==> src/rtl/fetch_queue_if.sv <==
// Fetch-queue bus bundle: execute redirect, instruction memory port and decode handshake.
// master = fetch_queue side, slave = environment (memory, execute, decode).
interface fetch_queue_if #(
  parameter int unsigned DATAWIDTH = 32
);
  logic                 REDIRECT;
  logic [DATAWIDTH-1:0] REDIRECT_PC;
  logic                 IMEM_RDEN;
  logic [13:0]          IMEM_ADDR;
  logic [DATAWIDTH-1:0] IMEM_DATA;
  logic                 DE_VALID;
  logic [DATAWIDTH-1:0] DE_PC;
  logic [DATAWIDTH-1:0] DE_IR;
  logic                 DE_READY;

  modport master (
    input  REDIRECT, REDIRECT_PC, IMEM_DATA, DE_READY,
    output IMEM_RDEN, IMEM_ADDR, DE_VALID, DE_PC, DE_IR
  );

  modport slave (
    output REDIRECT, REDIRECT_PC, IMEM_DATA, DE_READY,
    input  IMEM_RDEN, IMEM_ADDR, DE_VALID, DE_PC, DE_IR
  );
endinterface

==> src/rtl/fetch_queue.sv <==
// OTTER fetch stage: owns the fetch PC, issues synchronous IMEM reads and queues {PC, IR} for decode.
// Optional macro FETCH_BYPASS_EN forwards a response straight to decode when the queue is empty.
module fetch_queue #(
  parameter int unsigned          DATAWIDTH = 32,
  parameter int unsigned          DEPTH     = 4,
  parameter logic [DATAWIDTH-1:0] RESET_PC  = '0
) (
  input  logic          CLK,
  input  logic          RESET_N,
  fetch_queue_if.master bus
);

  localparam int unsigned PTR_W = (DEPTH > 1) ? $clog2(DEPTH) : 1;
  localparam int unsigned CNT_W = $clog2(DEPTH + 1);

  typedef struct packed {
    logic [DATAWIDTH-1:0] pc;
    logic [DATAWIDTH-1:0] ir;
  } entry_t;

  entry_t               mem [DEPTH];
  logic [DATAWIDTH-1:0] fetch_pc;
  logic [DATAWIDTH-1:0] inflight_pc;
  logic                 inflight;
  logic [CNT_W-1:0]     count;
  logic [PTR_W-1:0]     rd_ptr;
  logic [PTR_W-1:0]     wr_ptr;

  logic [CNT_W:0]       occ_c;
  logic                 issue_c;
  logic                 resp_c;
  logic                 head_c;
  logic                 bypass_c;
  logic                 pop_c;
  logic                 push_c;

  function automatic logic [PTR_W-1:0] ptr_next(input logic [PTR_W-1:0] p);
    return (p == PTR_W'(DEPTH - 1)) ? '0 : p + PTR_W'(1);
  endfunction

  // Issue credit counts queued plus in-flight entries; a same-cycle pop is not credited.
  always_comb begin
    occ_c    = (CNT_W+1)'(count) + (CNT_W+1)'(inflight);
    issue_c  = RESET_N & ~bus.REDIRECT & (occ_c < (CNT_W+1)'(DEPTH));
    resp_c   = inflight & ~bus.REDIRECT;
    head_c   = (count != '0);
`ifdef FETCH_BYPASS_EN
    bypass_c = resp_c & ~head_c;
`else
    bypass_c = 1'b0;
`endif
    pop_c    = head_c & bus.DE_READY;
    push_c   = RESET_N & resp_c & ~(bypass_c & bus.DE_READY);
  end

  always_comb begin
    bus.IMEM_RDEN = issue_c;
    bus.IMEM_ADDR = fetch_pc[15:2];
    bus.DE_VALID  = RESET_N & (head_c | bypass_c);
    bus.DE_PC     = '0;
    bus.DE_IR     = '0;
    if (RESET_N && head_c) begin
      bus.DE_PC = mem[rd_ptr].pc;
      bus.DE_IR = mem[rd_ptr].ir;
    end else if (RESET_N && bypass_c) begin
      bus.DE_PC = inflight_pc;
      bus.DE_IR = bus.IMEM_DATA;
    end
  end

  // Control state; reset beats redirect, redirect flushes queue and in-flight read.
  always_ff @(posedge CLK) begin
    if (!RESET_N) begin
      fetch_pc    <= RESET_PC;
      inflight    <= 1'b0;
      inflight_pc <= '0;
      count       <= '0;
      rd_ptr      <= '0;
      wr_ptr      <= '0;
    end else if (bus.REDIRECT) begin
      fetch_pc    <= bus.REDIRECT_PC & ~DATAWIDTH'(3);
      inflight    <= 1'b0;
      count       <= '0;
      rd_ptr      <= '0;
      wr_ptr      <= '0;
    end else begin
      inflight <= issue_c;
      if (issue_c) begin
        inflight_pc <= fetch_pc;
        fetch_pc    <= fetch_pc + DATAWIDTH'(4);
      end
      if (push_c) wr_ptr <= ptr_next(wr_ptr);
      if (pop_c)  rd_ptr <= ptr_next(rd_ptr);
      case ({push_c, pop_c})
        2'b10:   count <= count + CNT_W'(1);
        2'b01:   count <= count - CNT_W'(1);
        default: count <= count;
      endcase
    end
  end

  // Queue storage needs no reset: entries are only observed below count.
  always_ff @(posedge CLK) begin
    if (push_c) mem[wr_ptr] <= '{pc: inflight_pc, ir: bus.IMEM_DATA};
  end

endmodule
==> src/flat_wrapper.sv <==
// flat-port wrapper written by rule: the top's interface ports become plain ports
module fetch_queue_flat 
#(
  parameter int unsigned          DATAWIDTH = 32,
  parameter int unsigned          DEPTH     = 4,
  parameter logic [DATAWIDTH-1:0] RESET_PC  = '0
)
  (CLK, RESET_N, bus_REDIRECT, bus_REDIRECT_PC, bus_IMEM_DATA, bus_DE_READY, bus_IMEM_RDEN, bus_IMEM_ADDR, bus_DE_VALID, bus_DE_PC, bus_DE_IR);
  fetch_queue_if #(.DATAWIDTH(DATAWIDTH)) bus_i ();
  input  logic CLK;
  input  logic RESET_N;
  input wire logic [$bits(bus_i.REDIRECT)-1:0] bus_REDIRECT;
  input wire logic [$bits(bus_i.REDIRECT_PC)-1:0] bus_REDIRECT_PC;
  input wire logic [$bits(bus_i.IMEM_DATA)-1:0] bus_IMEM_DATA;
  input wire logic [$bits(bus_i.DE_READY)-1:0] bus_DE_READY;
  output wire logic [$bits(bus_i.IMEM_RDEN)-1:0] bus_IMEM_RDEN;
  output wire logic [$bits(bus_i.IMEM_ADDR)-1:0] bus_IMEM_ADDR;
  output wire logic [$bits(bus_i.DE_VALID)-1:0] bus_DE_VALID;
  output wire logic [$bits(bus_i.DE_PC)-1:0] bus_DE_PC;
  output wire logic [$bits(bus_i.DE_IR)-1:0] bus_DE_IR;
  assign bus_i.REDIRECT = bus_REDIRECT;
  assign bus_i.REDIRECT_PC = bus_REDIRECT_PC;
  assign bus_i.IMEM_DATA = bus_IMEM_DATA;
  assign bus_i.DE_READY = bus_DE_READY;
  assign bus_IMEM_RDEN = bus_i.IMEM_RDEN;
  assign bus_IMEM_ADDR = bus_i.IMEM_ADDR;
  assign bus_DE_VALID = bus_i.DE_VALID;
  assign bus_DE_PC = bus_i.DE_PC;
  assign bus_DE_IR = bus_i.DE_IR;
  fetch_queue #(.DATAWIDTH(DATAWIDTH), .DEPTH(DEPTH), .RESET_PC(RESET_PC)) u_core (.CLK(CLK), .RESET_N(RESET_N), .bus(bus_i));
endmodule
==> config.mk <==
export PLATFORM = sky130hd
export DESIGN_NAME = fetch_queue_flat
export DESIGN_NICKNAME = d
export VERILOG_FILES = /design/src/rtl/fetch_queue_if.sv /design/src/rtl/fetch_queue.sv /design/src/flat_wrapper.sv
export SDC_FILE = /design/constraint.sdc
export NUM_CORES = 1
export LEC_CHECK = 0
export CORE_MARGIN = 1
export CORE_UTILIZATION = 40
export CTS_BUF_LIST = sky130_fd_sc_hd__clkbuf_8
export DETAILED_ROUTE_END_ITERATION = 10
export DONT_BUFFER_PORTS = 1
export PLACE_DENSITY = 0.56
export SLEW_MARGIN = 40
export SYNTH_ARGS = -nofsm -noshare
export SYNTH_HDL_FRONTEND = slang
export SYNTH_SLANG_ARGS = --single-unit
==> constraint.sdc <==
create_clock -name CLK -period 3.7 [get_ports CLK]
set_input_delay 0.555 -clock CLK [delete_from_list [all_inputs] [get_ports CLK]]
set_output_delay 0.555 -clock CLK [all_outputs]
set_load 0.03 [all_outputs]
==> impl_metrics.prom <==
# TYPE chip_impl_metric gauge
chip_impl_metric{name="design.final.nets",unit=""} 916
chip_impl_metric{name="final.period_utilization",unit=""} 0.8076
chip_impl_metric{name="post-dp-hpwl",unit="mm"} 15.80
chip_impl_info{name="result_of_the_run",value="finished clean"} 1
chip_impl_metric{name="vias",unit=""} 6911
chip_impl_metric{name="synth_edf_count",unit=""} 248
chip_impl_metric{name="drv_cap",unit=""} 0
chip_impl_info{name="post_synth_top_area_cell",value="edfxtp_1"} 1
chip_impl_metric{name="die_height",unit="um"} 180.9
chip_impl_info{name="clockRootBuffer",value="clkbuf_8"} 1
chip_impl_metric{name="synth_warnings",unit=""} 0
chip_impl_metric{name="cts_setup_buffers",unit=""} 0
chip_impl_metric{name="syn_area",unit="um^2"} 12810
chip_impl_metric{name="die_area",unit="um^2"} 32730
chip_impl_metric{name="critical_path_arrival",unit="ps"} 2430
chip_impl_metric{name="overflow",unit=""} 0
chip_impl_metric{name="setup_viol_count_final",unit=""} 0
chip_impl_metric{name="globalRouteTotalUtil",unit=""} 0.1637
chip_impl_metric{name="cts_made_buffers",unit=""} 52
chip_impl_metric{name="place.gp.congestion",unit=""} 0.7563
chip_impl_info{name="family_of_cells_with_the_greatest_summed_delay_on_the_critical_path",value="flip-flops"} 1
chip_impl_metric{name="first_iter_violations",unit=""} 387
chip_impl_metric{name="ctsLongestPathBuffers",unit=""} 3
chip_impl_metric{name="cts_num_sinks",unit=""} 318
chip_impl_metric{name="n_fill_cell",unit=""} 2808
chip_impl_metric{name="ioPinCount",unit=""} 148
chip_impl_metric{name="postSynthCellCount",unit=""} 839
chip_impl_metric{name="timing.critical_path.required",unit="ps"} 3140
chip_impl_metric{name="drt-wirelength-per-cell",unit="um"} 20.76
chip_impl_info{name="path_cells",value="buf_4 -> mux4_2 -> and3_1"} 1
chip_impl_metric{name="timing.final.max_slew_violations",unit=""} 0
chip_impl_metric{name="post_cts_resized",unit=""} 0
chip_impl_info{name="critPathLaunchType",value="flop"} 1
chip_impl_metric{name="netlist-cell-type-count",unit=""} 50
chip_impl_metric{name="ys_async_sr_fraction",unit=""} 0
chip_impl_metric{name="worst_skew_pair.late_latency",unit="ps"} 560
chip_impl_metric{name="routed_wl",unit="mm"} 26.65
chip_impl_metric{name="vdd.ir_drop.worst",unit="V"} 0.0002376
chip_impl_info{name="timing.setup.critical_path_class",value="reg2out"} 1
chip_impl_metric{name="path_max_fanout",unit=""} 21
chip_impl_metric{name="final.setup.tns",unit="ps"} 0
chip_impl_metric{name="core-area",unit="um^2"} 31560
chip_impl_metric{name="hold_buffers_post_cts",unit=""} 0
chip_impl_info{name="clock_tree_from_tritoncts",value="done"} 1
chip_impl_metric{name="clk_transition_reported_paths",unit="ps"} 60
chip_impl_metric{name="power_per_cell_area",unit="nW/um^2"} 501.8
chip_impl_info{name="synthTopCellsByArea",value="edfxtp_1 (58%), dfxtp_1 (11%), mux4_2 (11%), and3_1 (3.5%), nand2_1 (2.7%)"} 1
chip_impl_info{name="synthFlopType",value="edfxtp_1"} 1
chip_impl_metric{name="viasPerCell",unit=""} 5.382
chip_impl_metric{name="total_leakage_power",unit="nW"} 4.968
chip_impl_metric{name="worstMarginPinSlew",unit="ps"} 838.6
chip_impl_metric{name="drtAntennaViolNets",unit=""} 0
chip_impl_metric{name="floorplan.rows",unit=""} 65
chip_impl_metric{name="cp.buffers_inverters",unit=""} 1
chip_impl_metric{name="skew",unit="ps"} 22.88
chip_impl_metric{name="hold_viol_final",unit=""} 0
chip_impl_metric{name="initial_core_util",unit=""} 0.4058
chip_impl_metric{name="synth-seq-area-share",unit=""} 0.6910
chip_impl_metric{name="antenna_found_initial",unit=""} 0
chip_impl_metric{name="layout-area-overhead-vs-synth",unit="%"} 10.86
chip_impl_metric{name="die_width",unit="um"} 180.9
chip_impl_info{name="cp-end-kind",value="output port"} 1
chip_impl_info{name="critPathSlowestCell",value="dfxtp_4"} 1
chip_impl_metric{name="slew_headroom",unit=""} 0.4389
chip_impl_metric{name="total_power",unit="mW"} 7.124
chip_impl_metric{name="post-synth-top-area-fraction",unit=""} 0.5815
chip_impl_metric{name="first_pass_grt_wire_length",unit="mm"} 41.43
chip_impl_metric{name="antenna_cells_inserted",unit=""} 0
chip_impl_metric{name="total_iterations_of_the_first_detailed_routing_run",unit=""} 4
chip_impl_metric{name="avgSynthCellArea",unit="um^2"} 15.26
chip_impl_metric{name="route.detailed.drc",unit=""} 0
chip_impl_info{name="grt_setup_unrepaired",value="no"} 1
chip_impl_metric{name="drive_gt1_frac",unit=""} 0.1973
chip_impl_metric{name="post-route-min-period",unit="ps"} 2988
chip_impl_info{name="timing.hold.worst.class",value="in2reg"} 1
chip_impl_metric{name="cts.htree.levels",unit=""} 2
chip_impl_metric{name="maxClockFrequency",unit="MHz"} 334.7
chip_impl_metric{name="io_buffer_count",unit=""} 0
chip_impl_metric{name="maximum_number_of_pins_on_one_net_before_global_route_repair",unit=""} 71
chip_impl_metric{name="cp_slowest_stage_delay",unit="ps"} 630
chip_impl_metric{name="grt_pass1_vias",unit=""} 7087
chip_impl_metric{name="synth.ff_latch_count",unit=""} 318
-- layout make-up --
class	count	area, um^2	area share
tap	402	503.0	0.03543
clock buffer	59	812.0	0.05720
sequential	318	8856	0.6238
multi-input combinational	435	3571	0.2515
inverter	16	60.06	0.004230
timing repair buffer	17	165.2	0.01163
clock inverter	37	230.2	0.01622
-- per-stage QoR --
| stage | cells | area, um^2 | hold slack [ps] | utilization | worst slack (ps) |
|---|---|---|---|---|---|
| floorplan | 840 | 12810 | 445.2 | - | 705.7 |
| global placement | 1188 | 13140 | 464.5 | 0.4165 | 1164 |
| detailed placement | 1188 | 13150 | 476.8 | 0.4167 | 1138 |
| CTS | 1284 | 14190 | 42.42 | 0.4497 | 599.6 |
| global route | 1284 | 14200 | 41.41 | 0.4499 | 540.9 |
| finish | 1284 | 14200 | 87.44 | 0.4499 | 711.9 |
-- placed cells by master (no fill, tap or decap), drive strengths merged, types with 4 or more instances in the layout --
master and n:
a21oi 53, a31oi 10, and2 6, and3 72
buf 17, clkbuf 59, clkinv 19, dfxtp 70
edfxtp 248, ha 7, inv 31, mux2 5
mux4 62, nand2 93, nand3 13, nand4 13
nor2 24, nor3 8, nor4 5, o21ai 13
o22ai 8, or3 6, xnor2 4, xor2 7
-- per-layer routing --
layer / routed length [um] / share of wire / GRT usage / up-vias
li1: - / - / - / 3227
met1: 12000 / 0.45 / 0.2243 / 3461
met2: 12600 / 0.47 / 0.2564 / 184
met3: 1596 / 0.060 / 0.04293 / 39
met4: 461 / 0.017 / 0.04821 / 0
met5: 0 / 0 / 0 / -
-- report_power, final --
part	switching [mW]	internal, mW
Combinational	0.0994	0.0598
Sequential	0.0757	3.88
Clock	1.34	1.67
-- cell usage after synthesis (4+ instances only) --
master,instances
clkbuf_1,38
nand2_1,93
or3_1,6
dfxtp_1,70
and3_1,72
and2_1,6
o21ai_0,13
ha_1,7
edfxtp_1,248
nor2_1,24
nand4_1,10
a21oi_1,50
a31oi_1,10
nor4_1,5
nor3_1,8
buf_2,13
nand3_1,13
xnor2_1,4
xor2_1,7
buf_4,16
o22ai_1,8
mux4_2,62
inv_1,15
-- worst reg2reg max path: cells and delay by family (launching register included) --
family	cells	cell delay [ps]
and+or+nand+nor	3	1030
DFF	1	670
muxes	1	360
adders and majority gates	1	320
AOI/OAI and AO/OA	1	130
-- registers in the layout, indices dropped and copies added (netlist names), named ones only --
register / count
u_core.wr_ptr: 2
u_core.count: 3
u_core.inflight_pc: 30
u_core.rd_ptr: 2
u_core.fetch_pc: 30
u_core.mem: 248
u_core.inflight: 1
-- path summary, 6_finish.rpt --
check                startpoint                  end  slack [ps]  cells past startpoint
max                        flop        bus_DE_PC[17]         710                      3
min           bus_IMEM_DATA[15]    u_core.mem[2][15]          90                      0
max reg2reg  u_core.fetch_pc[3]  u_core.fetch_pc[16]        1130                      6
min reg2reg    u_core.rd_ptr[1]                 flop         480                      2
-- logic make-up (layout without fill, tap and decap cells) --
group,Yosys count,after routing,share of synthesized area
mux,68,68,0.1151
flops,318,318,0.6910
simple gates,244,244,0.09683
other cells,1,2,0.0002928
fa+ha+maj,8,8,0.008402
xor+xnor,11,11,0.007523
compound gates,102,102,0.04768
buf+inv,87,129,0.03322
No activity file was read; power rests on OpenSTA's default activity.
